### config.mk
export PLATFORM = sky130hd
export DESIGN_NAME = cache_snoop_ctrl
export DESIGN_NICKNAME = d
export VERILOG_FILES = /design/src/rtl/cache_snoop_ctrl_pkg.sv /design/src/rtl/cache_snoop_ctrl.sv
export SDC_FILE = /design/constraint.sdc
export NUM_CORES = 1
export LEC_CHECK = 0
export CORE_UTILIZATION = 50
export CTS_BUF_LIST = sky130_fd_sc_hd__clkbuf_8
export DETAILED_ROUTE_END_ITERATION = 8
export GPL_TIMING_DRIVEN = 1
export PLACE_DENSITY = 0.93
export SLEW_MARGIN = 20
export SYNTH_ARGS = -nofsm -noshare
export SYNTH_HDL_FRONTEND = slang
export SYNTH_SLANG_ARGS = --single-unit
### constraint.sdc
create_clock -name clk -period 3.7 [get_ports clk]
set_input_delay 0.925 -clock clk [delete_from_list [all_inputs] [get_ports clk]]
set_output_delay 0.925 -clock clk [all_outputs]
set_load 0.05 [all_outputs]
### src/rtl/cache_snoop_ctrl_pkg.sv
// Shared coherence types for the two-core MSI bus and the snoop-side
// next-state rules used by the snoop responder.
package cache_snoop_ctrl_pkg;

  typedef enum logic [2:0] {
    NOOP         = 3'd0,
    READ_MISS_0  = 3'd1,
    READ_MISS_1  = 3'd2,
    WRITE_MISS_0 = 3'd3,
    WRITE_MISS_1 = 3'd4,
    INVALIDATE   = 3'd5
  } bus_op_t;

  typedef enum logic [1:0] {
    INVALID  = 2'd0,
    SHARED   = 2'd1,
    MODIFIED = 2'd2
  } cache_block_state_t;

  typedef enum logic [1:0] {
    SNP_IDLE  = 2'd0,
    SNP_CMP   = 2'd1,
    SNP_FLUSH = 2'd2,
    SNP_RESP  = 2'd3
  } snoop_state_t;

  typedef struct packed {
    cache_block_state_t next_state;
    logic               flush;
  } snoop_next_t;

  // True when the op was issued by the core that owns this snooper.
  function automatic logic bus_op_is_local(input bus_op_t op, input int core_id);
    logic is_local;
    case (op)
      READ_MISS_0, WRITE_MISS_0: is_local = (core_id == 32'sd0);
      READ_MISS_1, WRITE_MISS_1: is_local = (core_id == 32'sd1);
      default:                   is_local = 1'b0;
    endcase
    return is_local;
  endfunction

  // Next MSI state of a snooped line and whether it must be written back
  // first. A miss is expressed by passing INVALID as the current state.
  function automatic snoop_next_t msi_snoop_next(input bus_op_t op,
                                                 input cache_block_state_t st,
                                                 input int core_id);
    snoop_next_t r;
    r.next_state = st;
    r.flush      = 1'b0;
    if (bus_op_is_local(op, core_id)) begin
      r.next_state = st;
    end else begin
      case (op)
        READ_MISS_0, READ_MISS_1: begin
          if (st == MODIFIED) begin
            r.next_state = SHARED;
            r.flush      = 1'b1;
          end else begin
            r.next_state = st;
          end
        end
        WRITE_MISS_0, WRITE_MISS_1: begin
          r.next_state = INVALID;
          r.flush      = (st == MODIFIED);
        end
        INVALIDATE: begin
          // A MODIFIED line is dropped without write-back; the caller flags it.
          r.next_state = INVALID;
        end
        default: r.next_state = st;
      endcase
    end
    return r;
  endfunction

endpackage

### src/rtl/cache_snoop_ctrl.sv
// Snoop responder beside one core's private direct-mapped cache: looks up a
// snooped address, writes back MODIFIED data when needed, updates the line
// state and acknowledges the bus transaction with a one-cycle done pulse.
module cache_snoop_ctrl
  import cache_snoop_ctrl_pkg::*;
#(
  parameter int CORE_ID = 0,
  parameter int IDX_W   = 4
) (
  input  logic                 clk,
  input  logic                 rst_n,
  input  logic                 bus_req,
  input  bus_op_t              bus_op,
  input  logic [15:0]          bus_addr,
  output logic                 snp_done,
  output logic                 snp_hit,
  output logic                 snp_flush,
  output logic                 snp_err,
  output logic                 tag_rd_en,
  output logic [IDX_W-1:0]     tag_rd_idx,
  input  logic [16-IDX_W-1:0]  tag_rd_tag,
  input  cache_block_state_t   tag_rd_state,
  input  logic [15:0]          tag_rd_data,
  output logic                 st_wr_en,
  output logic [IDX_W-1:0]     st_wr_idx,
  output cache_block_state_t   st_wr_state,
  output logic                 wb_req,
  output logic [15:0]          wb_addr,
  output logic [15:0]          wb_data,
  input  logic                 wb_ack
);

  snoop_state_t       state_q, state_d;
  bus_op_t            op_q, op_d;
  logic [15:0]        addr_q, addr_d;
  logic [15:0]        data_q, data_d;
  logic               hit_q, hit_d;
  logic               flush_q, flush_d;
  logic               err_q, err_d;
  logic               served_q, served_d;
  cache_block_state_t nxt_q, nxt_d;

  logic               snp_done_q, snp_done_d;
  logic               snp_hit_q, snp_hit_d;
  logic               snp_flush_q, snp_flush_d;
  logic               snp_err_q, snp_err_d;
  logic               wb_req_q, wb_req_d;
  logic [15:0]        wb_addr_q, wb_addr_d;
  logic [15:0]        wb_data_q, wb_data_d;

  logic               tag_rd_en_s;
  logic               st_wr_en_s;
  cache_block_state_t st_wr_state_s;
  logic               lookup_hit_s;
  logic               lookup_err_s;
  snoop_next_t        lookup_nxt_s;

  // Tag compare and MSI decision on the data returned by the cache in CMP.
  always_comb begin
    lookup_hit_s = (tag_rd_tag == addr_q[15:IDX_W]) && (tag_rd_state != INVALID);
    lookup_nxt_s = msi_snoop_next(op_q, lookup_hit_s ? tag_rd_state : INVALID, CORE_ID);
    lookup_err_s = (op_q == INVALIDATE) && lookup_hit_s && (tag_rd_state == MODIFIED);
  end

  // Transaction FSM: accept, compare, optional write-back, respond.
  always_comb begin
    state_d       = state_q;
    op_d          = op_q;
    addr_d        = addr_q;
    data_d        = data_q;
    hit_d         = hit_q;
    flush_d       = flush_q;
    err_d         = err_q;
    nxt_d         = nxt_q;
    tag_rd_en_s   = 1'b0;
    st_wr_en_s    = 1'b0;
    st_wr_state_s = INVALID;
    case (state_q)
      SNP_IDLE: begin
        if (bus_req && !served_q) begin
          hit_d   = 1'b0;
          flush_d = 1'b0;
          err_d   = 1'b0;
          if ((bus_op != NOOP) && !bus_op_is_local(bus_op, CORE_ID)) begin
            tag_rd_en_s = 1'b1;
            op_d        = bus_op;
            addr_d      = bus_addr;
            state_d     = SNP_CMP;
          end else begin
            state_d = SNP_RESP;
          end
        end else begin
          state_d = SNP_IDLE;
        end
      end
      SNP_CMP: begin
        hit_d   = lookup_hit_s;
        flush_d = lookup_nxt_s.flush;
        err_d   = lookup_err_s;
        nxt_d   = lookup_nxt_s.next_state;
        data_d  = tag_rd_data;
        if (lookup_nxt_s.flush) begin
          state_d = SNP_FLUSH;
        end else begin
          // Only a real state change costs a write; a miss never writes.
          if (lookup_hit_s && (lookup_nxt_s.next_state != tag_rd_state)) begin
            st_wr_en_s    = 1'b1;
            st_wr_state_s = lookup_nxt_s.next_state;
          end else begin
            st_wr_en_s = 1'b0;
          end
          state_d = SNP_RESP;
        end
      end
      SNP_FLUSH: begin
        if (wb_ack) begin
          st_wr_en_s    = 1'b1;
          st_wr_state_s = nxt_q;
          state_d       = SNP_RESP;
        end else begin
          state_d = SNP_FLUSH;
        end
      end
      SNP_RESP: state_d = SNP_IDLE;
      default:  state_d = SNP_IDLE;
    endcase
  end

  // Served flag: blocks re-accepting the same held request until bus_req drops.
  always_comb begin
    if (state_q == SNP_RESP) begin
      served_d = 1'b1;
    end else if (!bus_req) begin
      served_d = 1'b0;
    end else begin
      served_d = served_q;
    end
  end

  // Next values of the registered outputs, derived from the next FSM state.
  always_comb begin
    snp_done_d  = (state_d == SNP_RESP);
    snp_hit_d   = snp_done_d & hit_d;
    snp_flush_d = snp_done_d & flush_d;
    snp_err_d   = snp_done_d & err_d;
    wb_req_d    = (state_d == SNP_FLUSH);
    wb_addr_d   = wb_req_d ? addr_d : 16'h0000;
    wb_data_d   = wb_req_d ? data_d : 16'h0000;
  end

  // State and output registers with synchronous active-low reset.
  always_ff @(posedge clk) begin
    if (!rst_n) begin
      state_q     <= SNP_IDLE;
      op_q        <= NOOP;
      addr_q      <= 16'h0000;
      data_q      <= 16'h0000;
      hit_q       <= 1'b0;
      flush_q     <= 1'b0;
      err_q       <= 1'b0;
      nxt_q       <= INVALID;
      served_q    <= 1'b0;
      snp_done_q  <= 1'b0;
      snp_hit_q   <= 1'b0;
      snp_flush_q <= 1'b0;
      snp_err_q   <= 1'b0;
      wb_req_q    <= 1'b0;
      wb_addr_q   <= 16'h0000;
      wb_data_q   <= 16'h0000;
    end else begin
      state_q     <= state_d;
      op_q        <= op_d;
      addr_q      <= addr_d;
      data_q      <= data_d;
      hit_q       <= hit_d;
      flush_q     <= flush_d;
      err_q       <= err_d;
      nxt_q       <= nxt_d;
      served_q    <= served_d;
      snp_done_q  <= snp_done_d;
      snp_hit_q   <= snp_hit_d;
      snp_flush_q <= snp_flush_d;
      snp_err_q   <= snp_err_d;
      wb_req_q    <= wb_req_d;
      wb_addr_q   <= wb_addr_d;
      wb_data_q   <= wb_data_d;
    end
  end

  // Combinational strobes are held off while reset is asserted.
  assign tag_rd_en   = tag_rd_en_s & rst_n;
  assign tag_rd_idx  = tag_rd_en ? bus_addr[IDX_W-1:0] : {IDX_W{1'b0}};
  assign st_wr_en    = st_wr_en_s & rst_n;
  assign st_wr_idx   = st_wr_en ? addr_q[IDX_W-1:0] : {IDX_W{1'b0}};
  assign st_wr_state = st_wr_en ? st_wr_state_s : INVALID;

  assign snp_done  = snp_done_q;
  assign snp_hit   = snp_hit_q;
  assign snp_flush = snp_flush_q;
  assign snp_err   = snp_err_q;
  assign wb_req    = wb_req_q;
  assign wb_addr   = wb_addr_q;
  assign wb_data   = wb_data_q;

endmodule

# Word-level counts from Yosys, hierarchy flattened
# Cells that the tools add are included.
dict set report word_totals {
  regBits 80
  latchBits 0
  ram_bits 0
  romBits 0
  inputBits 53
  output_inout_bits 49
  memories 0
}
dict set report op_classes {
  n_addsub 0
  n_mul 0
  div 0
  order_cmp 0
  eq_ne 17
  n_shift 0
  mux 42
  n_bitwise 5
  n_reduce_logical 18
}
# operator n
set ops {}
lappend ops {{$mux 16} 4}
lappend ops {{$mux 1} 19}
lappend ops {{$mux 2} 9}
lappend ops {{$eq 12x12->1} 1}
lappend ops {{$eq 2x2->1 const B} 6}
lappend ops {{$pmux 1 s2} 5}
lappend ops {{$eq 3x2->1 const B} 3}
lappend ops {{$mux 4} 2}
lappend ops {{$pmux 2 s2} 2}
lappend ops {{$pmux 2 s4} 1}
lappend ops {{$reduce_or 2->1} 4}
lappend ops {{$eq 3x1->1 const B} 2}
lappend ops {{$eq 3x3->1 const B} 2}
lappend ops {{$logic_and 1x1->1} 6}
lappend ops {{$and 1x1->1} 5}
lappend ops {{$reduce_and 3->1} 1}
lappend ops {{$reduce_bool 3->1} 1}
lappend ops {{$reduce_or 3->1} 1}
lappend ops {{$eq 2x1->1 const B} 1}
lappend ops {{$logic_not 1->1} 2}
lappend ops {{$logic_not 2->1} 1}
lappend ops {{$ne 2x1->1 const B} 1}
lappend ops {{$ne 2x2->1} 1}
lappend ops {{$reduce_and 2->1} 1}
lappend ops {{$reduce_bool 2->1} 1}

# Depth between registers and ports, before layout
# Gate-level depths: netlist of the first run.
dict set report depth {
  ltp_word 14
  mapped_depth 8
}

# Least setup slack after synthesis of the first run
# Ideal clock, no wire load.
dict set report synth_path {
  kind {input -> output}
  start {in tag_rd_tag[0]}
  end {out st_wr_en}
  arrival_time_ps 3010
  required_ps 2775
  slack_ps -235
  path_stages 4
  n_path_buf 0
  cell_sequence {xor2_1 -> nor4_4 -> a41oi_2 -> a211oi_1}
}
dict set report synth_via {
  elab_chain_len 13
}
# element line
set synth_rtl {}
lappend synth_rtl {{start, declared} cache_snoop_ctrl.sv:21} ;# input logic [16-IDX_W-1:0] tag_rd_tag,
lappend synth_rtl {{$eq 12x12->1 *} cache_snoop_ctrl.sv:60} ;# lookup_hit_s = (tag_rd_tag == addr_q[15:IDX_W]) && (tag_rd_state != INVALID);
lappend synth_rtl {{$logic_and 1x1->1 *} cache_snoop_ctrl.sv:60}
lappend synth_rtl {{$mux 2} cache_snoop_ctrl.sv:61} ;# lookup_nxt_s = msi_snoop_next(op_q, lookup_hit_s ? tag_rd_state : INVALID, CORE_ID);
lappend synth_rtl {{$eq 2x2->1} {cache_snoop_ctrl_pkg.sv:56, cache_snoop_ctrl_pkg.sv:65}}
lappend synth_rtl {{$mux 2} cache_snoop_ctrl_pkg.sv:56} ;# if (st == MODIFIED) begin
lappend synth_rtl {{$pmux 2 s2} cache_snoop_ctrl_pkg.sv:54} ;# case (op)
lappend synth_rtl {{$mux 2} cache_snoop_ctrl_pkg.sv:51} ;# if (bus_op_is_local(op, core_id)) begin
lappend synth_rtl {{$ne 2x2->1} cache_snoop_ctrl.sv:106} ;# if (lookup_hit_s && (lookup_nxt_s.next_state != tag_rd_state)) begin
lappend synth_rtl {{$logic_and 1x1->1} cache_snoop_ctrl.sv:106}
lappend synth_rtl {{$mux 1} cache_snoop_ctrl.sv:106}
lappend synth_rtl {{$mux 1 *} cache_snoop_ctrl.sv:102} ;# if (lookup_nxt_s.flush) begin
lappend synth_rtl {{$pmux 1 s2 *} cache_snoop_ctrl.sv:78} ;# case (state_q)
lappend synth_rtl {{$and 1x1->1 *} cache_snoop_ctrl.sv:193} ;# assign st_wr_en = st_wr_en_s & rst_n;
lappend synth_rtl {{end, declared} cache_snoop_ctrl.sv:24} ;# output logic st_wr_en,
# Every way passes the cells marked *; elsewhere a longest branch is shown, timed or not.

# Final worst setup path of the first run
dict set report layout_path {
  start {in tag_rd_tag[2]}
  end {out st_wr_idx[2]}
}
dict set report layout_via {
  elab_chain_len 14
}
# element line
set layout_rtl {}
lappend layout_rtl {{$eq 12x12->1 *} cache_snoop_ctrl.sv:60}
lappend layout_rtl {{$logic_and 1x1->1 *} cache_snoop_ctrl.sv:60}
lappend layout_rtl {{$mux 2} cache_snoop_ctrl.sv:61}
lappend layout_rtl {{$eq 2x2->1} {cache_snoop_ctrl_pkg.sv:56, cache_snoop_ctrl_pkg.sv:65}}
lappend layout_rtl {{$mux 2} cache_snoop_ctrl_pkg.sv:56}
lappend layout_rtl {{$pmux 2 s2} cache_snoop_ctrl_pkg.sv:54}
lappend layout_rtl {{$mux 2} cache_snoop_ctrl_pkg.sv:51}
lappend layout_rtl {{$ne 2x2->1} cache_snoop_ctrl.sv:106}
lappend layout_rtl {{$logic_and 1x1->1} cache_snoop_ctrl.sv:106}
lappend layout_rtl {{$mux 1} cache_snoop_ctrl.sv:106}
lappend layout_rtl {{$mux 1 *} cache_snoop_ctrl.sv:102}
lappend layout_rtl {{$pmux 1 s2 *} cache_snoop_ctrl.sv:78}
lappend layout_rtl {{$and 1x1->1 *} cache_snoop_ctrl.sv:193}
lappend layout_rtl {{$mux 4 *} cache_snoop_ctrl.sv:194} ;# assign st_wr_idx = st_wr_en ? addr_q[IDX_W-1:0] : {IDX_W{1'b0}};
lappend layout_rtl {{end, declared} cache_snoop_ctrl.sv:25} ;# output logic [IDX_W-1:0] st_wr_idx,
# Marked as above.

==> results of run 1 <==
-- synthesized netlist by cell type, drive strengths merged (2+ instances only) --
cell | count | area, um^2
and3 | 5 | 31.3
nor3 | 32 | 160
nand2 | 19 | 71.3
and2 | 7 | 43.8
a211oi | 5 | 37.5
inv | 10 | 37.5
clkbuf | 9 | 33.8
dfxtp | 80 | 1600
nand2b | 4 | 25.0
ha | 4 | 50.1
nand3 | 6 | 30.0
a31o | 2 | 17.5
buf | 8 | 58.8
nand4 | 3 | 18.8
xnor2 | 6 | 52.6
o21ai | 7 | 35.0
a21oi | 12 | 63.8
nor2 | 45 | 169
mux2i | 32 | 320
or3 | 2 | 12.5
xor2 | 4 | 35.0
nor4 | 2 | 27.5
-- registers in the layout (all words and copies together), names as in the netlist, 2 cells and up --
| signal | count |
|---|---|
| addr_q | 16 |
| data_q | 16 |
| nxt_q | 2 |
| op_q | 3 |
| state_q | 2 |
| wb_addr | 16 |
| wb_data | 16 |
-- layout make-up --
class	count	area (um^2)	area share, %
Antenna cell	1	2.50	0.0545
Clock inverter	6	51.3	1.12
Sequential cell	80	1600	34.9
Timing Repair Buffer	118	1270	27.7
Inverter	10	37.5	0.817
Multi-Input combinational cell	208	1400	30.4
Clock buffer	10	138	3.00
Tap cell	75	93.8	2.04
-- placed cells by master (no fill, tap or decap), types with 2 or more instances in the layout --
| cell type | count |
|---|---|
| or3_1 | 2 |
| nand3_1 | 6 |
| buf_4 | 16 |
| o21ai_0 | 6 |
| xor2_1 | 2 |
| nor3_1 | 32 |
| clkbuf_8 | 10 |
| nand2b_1 | 4 |
| buf_12 | 13 |
| ha_1 | 4 |
| a211oi_2 | 5 |
| xor2_2 | 2 |
| clkinvlp_4 | 3 |
| a31o_2 | 2 |
| and3_1 | 4 |
| nand4_1 | 3 |
| and2_1 | 6 |
| dlygate4sd2_1 | 4 |
| xnor2_1 | 5 |
| a21oi_1 | 11 |
| inv_1 | 9 |
| nor2_1 | 43 |
| nor2_2 | 2 |
| dfxtp_1 | 80 |
| mux2i_1 | 32 |
| clkdlybuf4s50_1 | 82 |
| nand2_1 | 19 |
| dlymetal6s2s_1 | 3 |
-- metrics by stage --
step / util, % / TNS [ns]
after global routing: 78.0 / 0
after global placement: 73.2 / 0
after CTS: 77.6 / 0
final: 78.0 / 0
after floorplan: - / -1.17
after detailed placement: 73.2 / -0.261
-- tightest hold or removal path, cell delays in order (launching register included) --
cell	delay (ns)
dfxtp_1	0.32
nand2_1	0.06
nand2_1	0.05
-- timing repair --
action / 4_1_cts / 5_1_grt
endpoints found under the setup margin: 5 / 5
buffers inserted: 2 / 0
pin swaps: 12 / 4
gates resized for setup: 13 / 7
-- layer usage --
metal / wire [um] / track usage [%] / vias to the layer above
met1: 3230 / 30.2 / 1274
met3: 477 / 5.94 / 27
li1: - / - / 1299
met2: 4320 / 48.5 / 116
met5: 0 / 0 / -
met4: 291 / 15.7 / 0
-- cell families (layout without fill, tap and decap cells) --
logic type / Yosys count / after routing / synth area share [%]
and+or+nand+nor: 129 / 129 / 20.6
other: 0 / 1 / 0
AOI/OAI and AO/OA: 33 / 33 / 7.30
adders and majority gates: 4 / 4 / 1.65
buffers and inverters: 27 / 144 / 4.29
muxes: 32 / 32 / 10.6
xor gates and xnor gates: 10 / 10 / 2.89
DFF: 80 / 80 / 52.8
-- worst paths after layout --
check	endpoint	slack [ns]	cells after the start
setup / recovery	st_wr_idx[2]	0.07	8
hold / removal	err_q	0.45	2
setup reg to reg	wb_addr[0]	1.68	7
hold reg to reg	err_q	0.45	2
-- report_power, final --
part / internal [W] / total, W / switching, W
sequential: 0.000896 / 0.000916 / 0.0000203
combinational: 0.000148 / 0.000332 / 0.000184
clock: 0.000270 / 0.000598 / 0.000329
==> metrics, run 1 <==
status completed; Max-Slew Margin vs Limit 63.9%; crit-path cells clkdlybuf4s50_1 -> nand2b_1 -> o2111a_1 -> and3_2 -> a31o_2 -> a211oi_2 -> buf_4 -> buf_12; IO Count 102; Worst setup EP type output pin; Post-synth EDFFs 0; pwr dens 402 mW/mm^2; fin cells 508; CTS Buf Count 9; post-synth cell types 40; fin nets 484; Crit Reg-Reg Startpoint state_q[1]; P_leak 1.83 nW; Starting DRT DRC Count 253; total grt overflow 0; flops & latches, synth 80; Max Cap Viol 0; fin crit share 98.2%; wire per inst 16.4 um; Worst Tran Pin Value 0.540 ns; Final setup viols 0; gpl congestion 0.846; Final Power 0.00185 W; H-tree lvl count 3; fraction of layout cells with a size suffix above 1 14.8%; clock sink count 80; drt first pass iters 7; CP bufs+invs 3; largest net degree at the start of global routing 42; fmax 275 MHz; number of global-route vias before repair 2780; Crit-path slowest cell clkdlybuf4s50_1; DIE AREA 0.00639 mm^2; CTS max path bufs 2; Post-route DRC 0; dpl hpwl 5890 um; fillers 387; Core Region 0.00589 mm^2; Design Area, Final 0.00459 mm^2; CTS root buf clkbuf_8; net count after synthesis 372; FFs w/ async S/R, synth 0%; Routed WL 8320 um; via count 2716; drt via density 5.35; hold slack 0.452 ns; Placed Area 0.00431 mm^2; Post-CTS Hold Fix Bufs 0; final hold vios 0; Synth Area per Inst 9.64 um^2; Synth Flop Type dfxtp_1; Port-buffer cells 101; antenna-violating nets left 0; CP startpoint kind primary input; die width 79.9 um; Hold Crit Class reg -> reg; Tmin final 3.63 ns; final setup skew 0.0105 ns; crit-path max FO 5; Die Span Y 79.9 um; DP Worst Slack -0.0641 ns; TritonCTS clock tree built; cell family with most CP delay buffers and inverters; max incr delay on CP 0.43 ns; sequential area share after synthesis 52.8%; Mapped Cells 315; Syn. warnings 0; final worst slack 0.0680 ns; Worst-path clk slew 0.09 ns; RSZ-0062 raised after global routing no; gr usage total 27.5%; Synth-to-Final Area Change 51.3%; Mapped Area 0.00304 mm^2; Slew Viols, Final 0; initial antenna violation count 1; first-pass GRT wire length 13000 um; Initial Utilization 51.6%; CP required 2.77 ns; Hold Crit Start err_q; post-placement cell count 489; Clock Latency Late Sink 0.35 ns; Arr. time, crit path 2.71 ns; Setup CP Type in -> out; Peak VDD IR 0.293 mV; Worst Setup SP tag_rd_tag[2]; num rows 28
No activity file was read; power rests on OpenSTA's default activity.
==> run 2, diff against run 1 <==
--- a/config.mk
+++ b/config.mk
@@ -5,6 +5,7 @@
 export SDC_FILE = /design/constraint.sdc
 export NUM_CORES = 1
 export LEC_CHECK = 0
+export ABC_CLOCK_PERIOD_IN_PS = 3700
 export CORE_UTILIZATION = 50
 export CTS_BUF_LIST = sky130_fd_sc_hd__clkbuf_8
 export DETAILED_ROUTE_END_ITERATION = 8
==> results of run 2 <==
No change in the layout: final DEF, timing and power equal those of run 1.
